`src/rtl/vram_pkg.sv`:
```
// Shared constants for the VRAM write path: widths, FSM encoding and reader slot phases.
// The FILL state is used only when VRAM_WRITER_FILL_EN is defined.
package vram_pkg;

    localparam int ADDR_W = 14;
    localparam int DATA_W = 8;

    localparam logic [1:0] ST_IDLE  = 2'd0;
    localparam logic [1:0] ST_DRAIN = 2'd1;
    localparam logic [1:0] ST_FILL  = 2'd2;

    // Phases 001 (address) and 011 (latch) belong to the display reader.
    localparam logic [2:0] PH_SLOT_A = 3'b101;
    localparam logic [2:0] PH_SLOT_B = 3'b110;

    typedef struct packed {
        logic [ADDR_W-1:0] addr;
        logic [DATA_W-1:0] data;
    } wr_entry_t;

    function automatic logic slot_open(input logic border, input logic [2:0] phase);
        return border || (phase == PH_SLOT_A) || (phase == PH_SLOT_B);
    endfunction

endpackage

```
`src/rtl/vram_wr_fifo.sv`:
```
// Small synchronous FIFO buffering CPU writes; full is registered and reflects post-edge occupancy.
module vram_wr_fifo #(
    parameter int DEPTH = 4,
    parameter int W     = 22
) (
    input  logic         clk,
    input  logic         rst_n,
    input  logic         push,
    input  logic         pop,
    input  logic [W-1:0] din,
    output logic [W-1:0] dout,
    output logic         full,
    output logic         empty
);

    localparam int PTR_W = $clog2(DEPTH);

    logic [W-1:0]     mem [DEPTH];
    logic [PTR_W-1:0] wr_ptr;
    logic [PTR_W-1:0] rd_ptr;
    logic [PTR_W:0]   count;
    logic [PTR_W:0]   count_nxt;
    logic             do_push;
    logic             do_pop;

    // Push is qualified by the registered full flag, i.e. before any same-edge pop.
    assign do_push = push && !full;
    assign do_pop  = pop && !empty;
    assign empty   = (count == '0);
    assign dout    = mem[rd_ptr];

    always_comb begin
        count_nxt = count;
        if (do_push && !do_pop) begin
            count_nxt = count + 1'b1;
        end else if (!do_push && do_pop) begin
            count_nxt = count - 1'b1;
        end
    end

    always_ff @(posedge clk or negedge rst_n) begin
        if (!rst_n) begin
            wr_ptr <= '0;
            rd_ptr <= '0;
            count  <= '0;
            full   <= 1'b0;
        end else begin
            if (do_push) wr_ptr <= wr_ptr + 1'b1;
            if (do_pop)  rd_ptr <= rd_ptr + 1'b1;
            count <= count_nxt;
            full  <= (count_nxt == (PTR_W+1)'(DEPTH));
        end
    end

    always_ff @(posedge clk) begin
        if (do_push) mem[wr_ptr] <= din;
    end

endmodule

```
`src/rtl/vram_writer.sv`:
```
// Arbitrates CPU writes into VRAM during display-reader idle slots via a small FIFO.
// Define VRAM_WRITER_FILL_EN to add the screen-fill engine (fill_req/fill_data/fill_busy).
module vram_writer
    import vram_pkg::*;
#(
    parameter int FIFO_DEPTH = 4,
    parameter int VRAM_WORDS = 16384
) (
    input  logic              pixel_clock,
    input  logic              reset,
    input  logic              show_border,
    input  logic [2:0]        graph_phase,
    input  logic              cpu_wr,
    input  logic [ADDR_W-1:0] cpu_addr,
    input  logic [DATA_W-1:0] cpu_data,
`ifdef VRAM_WRITER_FILL_EN
    input  logic              fill_req,
    input  logic [DATA_W-1:0] fill_data,
    output logic              fill_busy,
`endif
    output logic              fifo_full,
    output logic              wr_overflow,
    output logic              sram_we,
    output logic [ADDR_W-1:0] sram_addr,
    output logic [DATA_W-1:0] sram_wdata
);

    logic [1:0] state;
    logic [1:0] state_nxt;
    wr_entry_t  head;
    wr_entry_t  cpu_entry;
    logic       fifo_empty;
    logic       slot;
    logic       pop;

    assign cpu_entry = '{addr: cpu_addr, data: cpu_data};
    assign slot      = slot_open(show_border, graph_phase);
    assign pop       = (state == ST_DRAIN) && slot && !fifo_empty;

    vram_wr_fifo #(
        .DEPTH (FIFO_DEPTH),
        .W     ($bits(wr_entry_t))
    ) u_fifo (
        .clk   (pixel_clock),
        .rst_n (reset),
        .push  (cpu_wr),
        .pop   (pop),
        .din   (cpu_entry),
        .dout  (head),
        .full  (fifo_full),
        .empty (fifo_empty)
    );

`ifdef VRAM_WRITER_FILL_EN
    logic [DATA_W-1:0] fill_val;
    logic [ADDR_W:0]   fill_addr;
    logic              fill_done;
    logic              fill_wr;

    assign fill_done = (fill_addr == (ADDR_W+1)'(VRAM_WORDS));
    assign fill_wr   = (state == ST_FILL) && slot && !fill_done;

    // fill_busy doubles as the pending-fill flag; it clears as FILL hands back to IDLE.
    always_ff @(posedge pixel_clock or negedge reset) begin
        if (!reset) begin
            fill_busy <= 1'b0;
            fill_val  <= '0;
            fill_addr <= '0;
        end else if (fill_req && !fill_busy) begin
            fill_busy <= 1'b1;
            fill_val  <= fill_data;
            fill_addr <= '0;
        end else if (state == ST_FILL) begin
            if (fill_done) begin
                fill_busy <= 1'b0;
            end else if (slot) begin
                fill_addr <= fill_addr + 1'b1;
            end
        end
    end
`endif

    always_comb begin
        state_nxt = state;
        case (state)
            ST_IDLE: begin
                if (!fifo_empty) begin
                    state_nxt = ST_DRAIN;
                end
`ifdef VRAM_WRITER_FILL_EN
                else if (fill_busy) begin
                    state_nxt = ST_FILL;
                end
`endif
            end
            ST_DRAIN: begin
                if (fifo_empty) begin
                    state_nxt = ST_IDLE;
`ifdef VRAM_WRITER_FILL_EN
                    if (fill_busy) state_nxt = ST_FILL;
`endif
                end
            end
`ifdef VRAM_WRITER_FILL_EN
            ST_FILL: begin
                if (fill_done) state_nxt = ST_IDLE;
            end
`endif
            default: state_nxt = ST_IDLE;
        endcase
    end

    // Registered SRAM port: strobe lasts one cycle, address/data hold between writes.
    always_ff @(posedge pixel_clock or negedge reset) begin
        if (!reset) begin
            state       <= ST_IDLE;
            sram_we     <= 1'b0;
            sram_addr   <= '0;
            sram_wdata  <= '0;
            wr_overflow <= 1'b0;
        end else begin
            state   <= state_nxt;
            sram_we <= 1'b0;
            if (pop) begin
                sram_we    <= 1'b1;
                sram_addr  <= head.addr;
                sram_wdata <= head.data;
            end
`ifdef VRAM_WRITER_FILL_EN
            if (fill_wr) begin
                sram_we    <= 1'b1;
                sram_addr  <= fill_addr[ADDR_W-1:0];
                sram_wdata <= fill_val;
            end
`endif
            if (cpu_wr && fifo_full) wr_overflow <= 1'b1;
        end
    end

endmodule

```
`config.mk`:
```
export PLATFORM = sky130hd
export DESIGN_NAME = vram_writer
export DESIGN_NICKNAME = d
export VERILOG_FILES = /design/src/rtl/vram_pkg.sv /design/src/rtl/vram_wr_fifo.sv /design/src/rtl/vram_writer.sv
export SDC_FILE = /design/constraint.sdc
export NUM_CORES = 1
export LEC_CHECK = 0
export ABC_AREA = 1
export BUFFER_PORTS_ARGS = -buffer_cell sky130_fd_sc_hd__buf_2
export CAP_MARGIN = 20
export CORE_MARGIN = 2
export CORE_UTILIZATION = 58
export DETAILED_ROUTE_END_ITERATION = 16
export PLACE_DENSITY_LB_ADDON = 0.08
export SYNTH_ARGS = -nofsm -noshare
export SYNTH_HDL_FRONTEND = slang
export SYNTH_SLANG_ARGS = --single-unit
```
`constraint.sdc`:
```
create_clock -name pixel_clock -period 3 [get_ports pixel_clock]
set_clock_uncertainty 0.15 [all_clocks]
set_input_delay 0.6 -clock pixel_clock [delete_from_list [all_inputs] [get_ports pixel_clock]]
set_output_delay 0.6 -clock pixel_clock [all_outputs]
set_load 0.02 [all_outputs]
```
==> results of run 1 <==
==> cell type report <==
cell class              instances  area (sq um)
repair buffers                 61           325
multi-input cells             222          1190
well taps                     105           131
clock inverters                14           171
inverters                      21          83.8
clock buffers                  18           428
fillers                       533          2330
flip-flops and latches        121          3470
==> registers in the layout, summed over array words and instances, names as in the netlist <==
register and count:
u_fifo.mem 88, sram_addr 14, sram_wdata 8, u_fifo.count 3, u_fifo.rd_ptr 2, u_fifo.wr_ptr 2, sram_we 1, state 1
u_fifo.full 1, wr_overflow 1
==> power by group through the flow <==
stage	logic (mW)	clock network (mW)	registers, mW
after floorplan	1.39	0	2.69
after global placement	2.09	0	2.53
after detailed placement	2.13	0	2.54
after CTS	2.15	2.05	2.51
after global routing	2.38	2.12	2.56
final	2.12	2.01	2.51
==> worst max-delay path: stages, from the launching register on <==
cell and delay [ns]:
dfrtp_1 0.82, inv_2 0.51, o21ai_0 0.40, a31oi_2 0.14
==> kinds of logic after synthesis <==
group / after synthesis / synth area share [%]
AO/OA/AOI/OAI: 70 / 10.1
XOR/XNOR: 4 / 0.725
adder cells (fa/ha/maj): 7 / 1.81
AND/OR/NAND/NOR: 141 / 11.8
buffers and inverters: 38 / 3.73
flip-flops: 121 / 71.8
==> path summary, 6_finish.rpt <==
| check | from | slack [ns] | end | cells after the start |
|---|---|---|---|---|
| worst min-delay path | reset | 0.05 | sram_wdata[3] | 1 |
| max in group asynchronous | reset | 2.15 | sram_addr[2] | 1 |
| min in group pixel_clock | cpu_data[2] | 0.16 | u_fifo.mem[1][2] | 1 |
| worst max-delay path | u_fifo.rd_ptr[0] | 0.82 | sram_addr[8] | 3 |
| worst max register to register | u_fifo.rd_ptr[0] | 0.82 | sram_addr[8] | 3 |
| worst min register to register | wr_overflow | 0.30 | wr_overflow | 1 |
==> synthesized netlist by cell type, types with 2 or more instances <==
| master | number | area [sq um] |
|---|---|---|
| o21ai_0 | 40 | 200 |
| edfxtp_1 | 88 | 2640 |
| dfrtp_1 | 33 | 826 |
| ha_1 | 7 | 87.6 |
| xor2_1 | 3 | 26.3 |
| nand3_2 | 2 | 20.0 |
| inv_2 | 2 | 7.51 |
| a31oi_2 | 15 | 188 |
| nor2_1 | 120 | 450 |
| buf_6 | 3 | 33.8 |
| o21ai_1 | 5 | 25.0 |
| nand2_1 | 9 | 33.8 |
| buf_2 | 5 | 25.0 |
| nand4_1 | 2 | 12.5 |
| inv_1 | 18 | 67.6 |
| clkbuf_1 | 8 | 30.0 |
| a31oi_1 | 7 | 43.8 |
| nand3_1 | 4 | 20.0 |
==> stage by stage <==
step / power [mW] / cell area (sq um) / setup slack [ns]
floorplan: 4.08 / 4830 / 0.584
global route: 7.05 / 5800 / 0.671
detailed placement: 4.66 / 5200 / 0.770
CTS: 6.71 / 5800 / 0.835
finish: 6.64 / 5800 / 0.819
global placement: 4.62 / 5200 / 0.815
==> routing by layer <==
layer	routed length (microns)	share of wire, %	up-vias
met2	4580	51	89
met1	3890	43	1432
met3	483	5.3	7
met5	0	0	-
met4	83	0.92	0
li1	-	-	1452
==> metrics.cfg, run 1 <==
[worst_setup_path]
cp.arrival_ns = 2.39
worstSetupEndpointType = register
worstSetupPathType = register to register
setup.worst_path.start_class = register
cp_data_required_time_ns = 3.20
critical_path_fanouts_max = 45

[logic_synthesis]
synth_seq_cells = 121
async_reset_ff_share_pct = 27.3
avgSynthCellArea_sq_um = 12.7
syn-cell-area_sq_mm = 0.00483
synth-warning-count = 0
synth_enable_flop_cells = 88
synthFlopType = edfxtp_1
proportion_of_synthesized_chip_area_in_sequential_cells_pct = 71.8
synth_cells = 381
ys_types = 28
synth.net_count = 417

[global_routing]
grt_most_used_layer = met2
grt.met1_usage_pct = 28.2
grt_first_pass_wirelength_microns = 14400
global_route.usage.total_pct = 22.1
grt_max_degree = 47
antenna_violations_before_repair = 0
grt_pass1_vias = 2829
grt_residual_overflow = 0
gr-usage-met2_pct = 36.2
grtUsageMet3_pct = 5.85

[sta]
maximum_achievable_frequency_mhz = 458
max_slew_violation_count = 0
final.hold.worst_slack_ns = 0.0460
grt_setup_unrepaired = false
max_slew_margin_pct = 45.9
setup_viols_final = 0
worst_pin_slew_ns = 0.812
min_period_over_period_pct = 72.7
finalHoldViolCount = 0
setup-tns-final_ns = 0
layout_min_cycle_time_ns = 2.18

[route]
viasPerCell = 5.30
firstDrtPassIters = 4
detail_route.wirelength_microns = 9030
vias = 2980
drc_errors = 0
post_drt_wl_per_cell_microns = 16.1
route.antenna.remaining_nets = 0
detailedRoute.firstIterationViolations = 234

[cts]
cts_hold_buf = 0
cts_max_path_buffers = 2
tritoncts.num_buffers = 17
tritoncts = done
cts.repair_timing.setup_buffer_count = 0
cts_max_level = 4
cts_sinks = 121
clk_latency_ns = 0.50
clkSlewWorstSetupHoldPaths_ns = 0.06
post_cts_resize_count = 0
cts_root_buf = clkbuf_8

[placement]
gp_congestion = 0.792
dp_hpwl_microns = 5110
port-buffer-count = 53
placed_cells_incl_taps = 530

[final_layout]
final_core_density_pct = 71.3
layout.cells.non_filler = 562
count_of_nets_after_finishing = 480
layout_common_cells = nor2_1, edfxtp_1, buf_2
post_route_cells_drive_above_1_share_pct = 26.7
layout_commonest_cell = nor2_1
antenna_cells = 0
area.growth.synth_to_final_pct = 20.1

[power]
power.share.sequential_pct = 37.8
pwr-share-comb_pct = 31.9
power_leakage_nw = 2.26
cell_internal_pwr_mw = 4.28
switching_share_pct = 35.5
power.share.clock_pct = 30.4
p_sw_mw = 2.36
power.density_cell_area_mw_per_mm2 = 1140
vdd_ir_drop_max_mv = 0.667

[floorplan]
ios = 54
horizontal_extent_of_the_die_microns = 95.3
initial_utilization_pct = 59.4
floorplan.rows = 33
floorplan_die_area_sq_mm = 0.00908
chipHeight_microns = 95.3
core_area_sq_mm = 0.00813

[hold_path]
min_path_type = input port to asynchronous set/reset pin

[run_status]
run_status = complete, no violations

[job]
drv_cap = 0

(Power assumes the default switching activity.)
==> run 2: changes to the inputs <==
--- a/config.mk
+++ b/config.mk
@@ -5,11 +5,11 @@
 export SDC_FILE = /design/constraint.sdc
 export NUM_CORES = 1
 export LEC_CHECK = 0
-export ABC_AREA = 1
+export ABC_AREA = 0
 export BUFFER_PORTS_ARGS = -buffer_cell sky130_fd_sc_hd__buf_2
 export CAP_MARGIN = 20
 export CORE_MARGIN = 2
-export CORE_UTILIZATION = 58
+export CORE_UTILIZATION = 57
 export DETAILED_ROUTE_END_ITERATION = 16
 export PLACE_DENSITY_LB_ADDON = 0.08
 export SYNTH_ARGS = -nofsm -noshare
==> constraint.sdc (replaced) <==
create_clock -name pixel_clock -period 2.04 [get_ports pixel_clock]
set_clock_uncertainty 0.15 [all_clocks]
set_input_delay 0.408 -clock pixel_clock [delete_from_list [all_inputs] [get_ports pixel_clock]]
set_output_delay 0.408 -clock pixel_clock [all_outputs]
set_load 0.02 [all_outputs]
==> run 2 against run 1 <==
Utilization rose by 6.0 points. Fmax grew 15%. Count of clock-buffer cells in the layout increased by 1. Critical endpoint is now u_fifo.count[1]. Final cell count fell by 22%. Final area is 3.5% higher. Via count fell by 23%. Largest power group unchanged. Combinational power is 32% higher.
==> metrics.cfg, run 2 <==
[worst_setup_path]
worstSetupPathType = register to register
critical_path_fanouts_max = 13  ; -71%
worstSetupEndpointType = register
setup.worst_path.start_class = register
worst-r2r-cell-count = 9  ; +6
cp.arrival_ns = 2.13  ; -0.26 ns
cp_data_required_time_ns = 2.27  ; -0.93 ns

[placement]
gp_congestion = 0.774  ; -2.3%
dp_hpwl_microns = 4620  ; -9.6%
preCtsSetupSlack_ns = 0.119  ; -0.651 ns
port-buffer-count = 53  ; unchanged
placed_cell_area_sq_mm = 0.00513  ; -1.3%
placed_cells_incl_taps = 381  ; -28%

[logic_synthesis]
synthFlopType = edfxtp_1
yosys.area_share.adder_pct = 1.90  ; +0.085 points
synth_most_common_cell = edfxtp_1
top_cells_by_count_synth = edfxtp_1, dfrtp_1, mux2_2
async_reset_ff_share_pct = 27.3  ; unchanged
syn-cell-area_sq_mm = 0.00461  ; -4.5%
synth_top_area_share_pct = 57.3  ; +2.6 points
main_combinational_cell_family_by_area_after_synthesis = multiplexers
synth.net_count = 256  ; -39%
synth-warning-count = 0  ; unchanged
synth_seq_cells = 121  ; unchanged
largest_area_contributor_in_the_netlist = edfxtp_1
avgSynthCellArea_sq_um = 21.0  ; +65%
synth_cells = 220  ; -42%
synth_simple_gate_area_share_pct = 2.09  ; -9.7 points
yosys-top-cells-area = edfxtp_1, dfrtp_1, mux4_2
proportion_of_synthesized_chip_area_in_sequential_cells_pct = 75.2  ; +3.4 points
ys_types = 27  ; -3.6%
synth_enable_flop_cells = 88  ; unchanged
synthesized_area_fraction_occupied_by_xor_and_xnor_cells_pct = 1.14  ; +0.41 points
yosys-mux-area-fraction_pct = 16.6  ; +17 points
synth_compound_gate_area_share_pct = 1.11  ; -9.0 points

[sta]
setup_viols_final = 0  ; unchanged
min_period_over_period_pct = 93.3  ; +21 points
final.hold.worst_slack_ns = 0.251  ; +0.205 ns
max_slew_violation_count = 0  ; unchanged
layout_min_cycle_time_ns = 1.90  ; -0.277 ns
postLayoutSetupSlackWorst_ns = 0.136  ; -0.683 ns
grt_setup_unrepaired = false
maximum_achievable_frequency_mhz = 525  ; +15%
finalHoldViolCount = 0  ; unchanged
worst_pin_slew_ns = 0.458  ; -0.354 ns
setup-tns-final_ns = 0  ; unchanged
max_slew_margin_pct = 69.5  ; +24 points

[final_layout]
final_non_filler_cell_area_sq_mm = 0.00600  ; +3.5%
ff_latch_area_sq_mm = 0.00347  ; about the same
antenna_cells = 0  ; unchanged
layout_commonest_cell = edfxtp_1
area.growth.synth_to_final_pct = 30.1
reg_top3 = u_fifo.mem x88, sram_addr x14, sram_wdata x8
final_core_density_pct = 77.3  ; +6.0 points
largest_register_ffs = 88  ; unchanged
layout.filler_cells = 428  ; -20%
multiInputGateArea_sq_mm = 0.00106  ; -11%
layout_common_cells = edfxtp_1, buf_2, dfrtp_1
largest_register = u_fifo.mem
layout.cells.non_filler = 437  ; -22%
count_of_nets_after_finishing = 358  ; -25%
post_route_cells_drive_above_1_share_pct = 43.6  ; +17 points

[global_routing]
grt_first_pass_wirelength_microns = 12700  ; -12%
grt_residual_overflow = 0  ; unchanged
antenna_violations_before_repair = 0  ; unchanged
global_route.usage.total_pct = 20.3  ; -1.8 points
grt_pass1_vias = 2424  ; -14%
grt_max_degree = 34  ; -28%

[cts]
cts_root_buf = clkbuf_8
cts_max_path_buffers = 2  ; unchanged
cts_max_level = 4  ; unchanged
clkSlewWorstSetupHoldPaths_ns = 0.06  ; about the same
tritoncts = done
cts_sinks = 121  ; unchanged
cts.repair_timing.setup_buffer_count = 0  ; unchanged
tritoncts.num_buffers = 17  ; unchanged
clk_latency_ns = 0.50  ; about the same

[floorplan]
chipHeight_microns = 94.0  ; -1.4%
floorplan_die_area_sq_mm = 0.00883  ; -2.7%
floorplan.rows = 32  ; -3.0%
core_area_sq_mm = 0.00777  ; -4.5%
initial_utilization_pct = 59.4  ; about the same
horizontal_extent_of_the_die_microns = 94.0  ; -1.4%
ios = 54  ; unchanged

[route]
detailedRoute.firstIterationViolations = 131  ; -44%
route.antenna.remaining_nets = 0  ; unchanged
drc_errors = 0  ; unchanged
post_drt_wl_per_cell_microns = 18.3  ; +14%
vias = 2306  ; -23%
detail_route.wirelength_microns = 8000  ; -11%
firstDrtPassIters = 6  ; +2
viasPerCell = 5.28  ; -0.48%

[power]
power.density_cell_area_mw_per_mm2 = 1580  ; +38%
report.power.total_mw = 9.50  ; +43%
power_leakage_nw = 2.30  ; +1.7%
vdd_ir_drop_max_mv = 0.981  ; +47%

[job]
drv_cap = 0  ; unchanged

[hold_path]
min_path_type = input port to register
hold-path-cell-count = 4

[run_status]
run_status = complete, no violations

-- run 2: changes by cell type in the layout (fill, tap and decap cells not counted), moves of 5 or more --
cell           previous run  this run
buf_12                    0         6
nand2_1                   9         4
a31oi_2                  15         0
mux2_2                    0        22
o21ai_1                   5         0
o21ai_0                  40         3
nor2_1                  116         1
dlygate4sd3_1             0        24
mux4_2                    0        18
a31oi_1                   7         1
inv_1                    18         6
-- run 2: critical path: stages (launching register included) --
cell and delay (ns):
dfrtp_1 0.41, inv_1 0.11, ha_1 0.21, nand2b_1 0.09
o211ai_1 0.11, buf_4 0.18, buf_12 0.15, and2_1 0.15
o211ai_1 0.14, o21ai_0 0.10
-- run 2: worst paths after layout --
kind	from	end	slack, ns
hold reg to reg	wr_overflow	wr_overflow	0.31
min in group asynchronous	reset	wr_overflow	0.34
max in group asynchronous	reset	u_fifo.rd_ptr[0]	1.04
hold / removal	show_border	sram_we	0.25
setup reg to reg	u_fifo.count[0]	u_fifo.count[1]	0.14
setup / recovery	u_fifo.count[0]	u_fifo.count[1]	0.14
-- run 2: timing repair --
action / in CTS / in global routing
endpoints found under the hold margin: 122 / 0
hold buffers: 24 / 0
gates resized for setup: 0 / 1
setup endpoints to repair: 0 / 1
-- run 2: cell families (layout without fill, tap and decap cells) --
logic type | count (synthesis) | after routing
compound gates | 8 | 8
xor+xnor | 6 | 6
simple gates | 18 | 18
mux | 45 | 45
buf+inv | 15 | 130
flops | 121 | 121
fa+ha+maj | 7 | 7
-- run 2: area by class of cell --
type,instances,share of cell area [%]
tap,102,2.13
clock inverter,13,3.23
sequential,121,57.8
timing repair buffer,92,11.5
clock buffer,19,7.19
inverter,6,0.375
multi-input combinational,84,17.7
-- run 2: where the power goes --
| group | internal (mW) | switching (mW) | leakage, nW | total, mW |
|---|---|---|---|---|
| clock network | 2.03 | 1.05 | 0.291 | 3.08 |
| registers | 3.35 | 0.279 | 1.19 | 3.63 |
| logic | 1.41 | 1.38 | 0.814 | 2.79 |
| total | 6.79 | 2.71 | 2.30 | 9.50 |
-- run 2: metal layers --
layer	track usage [%]	up-vias	wire, microns
li1	-	1070	-
met1	25.6	1155	3380
met2	33.8	71	4160
met3	5.94	10	354
met4	7.37	0	107
met5	0	-	0
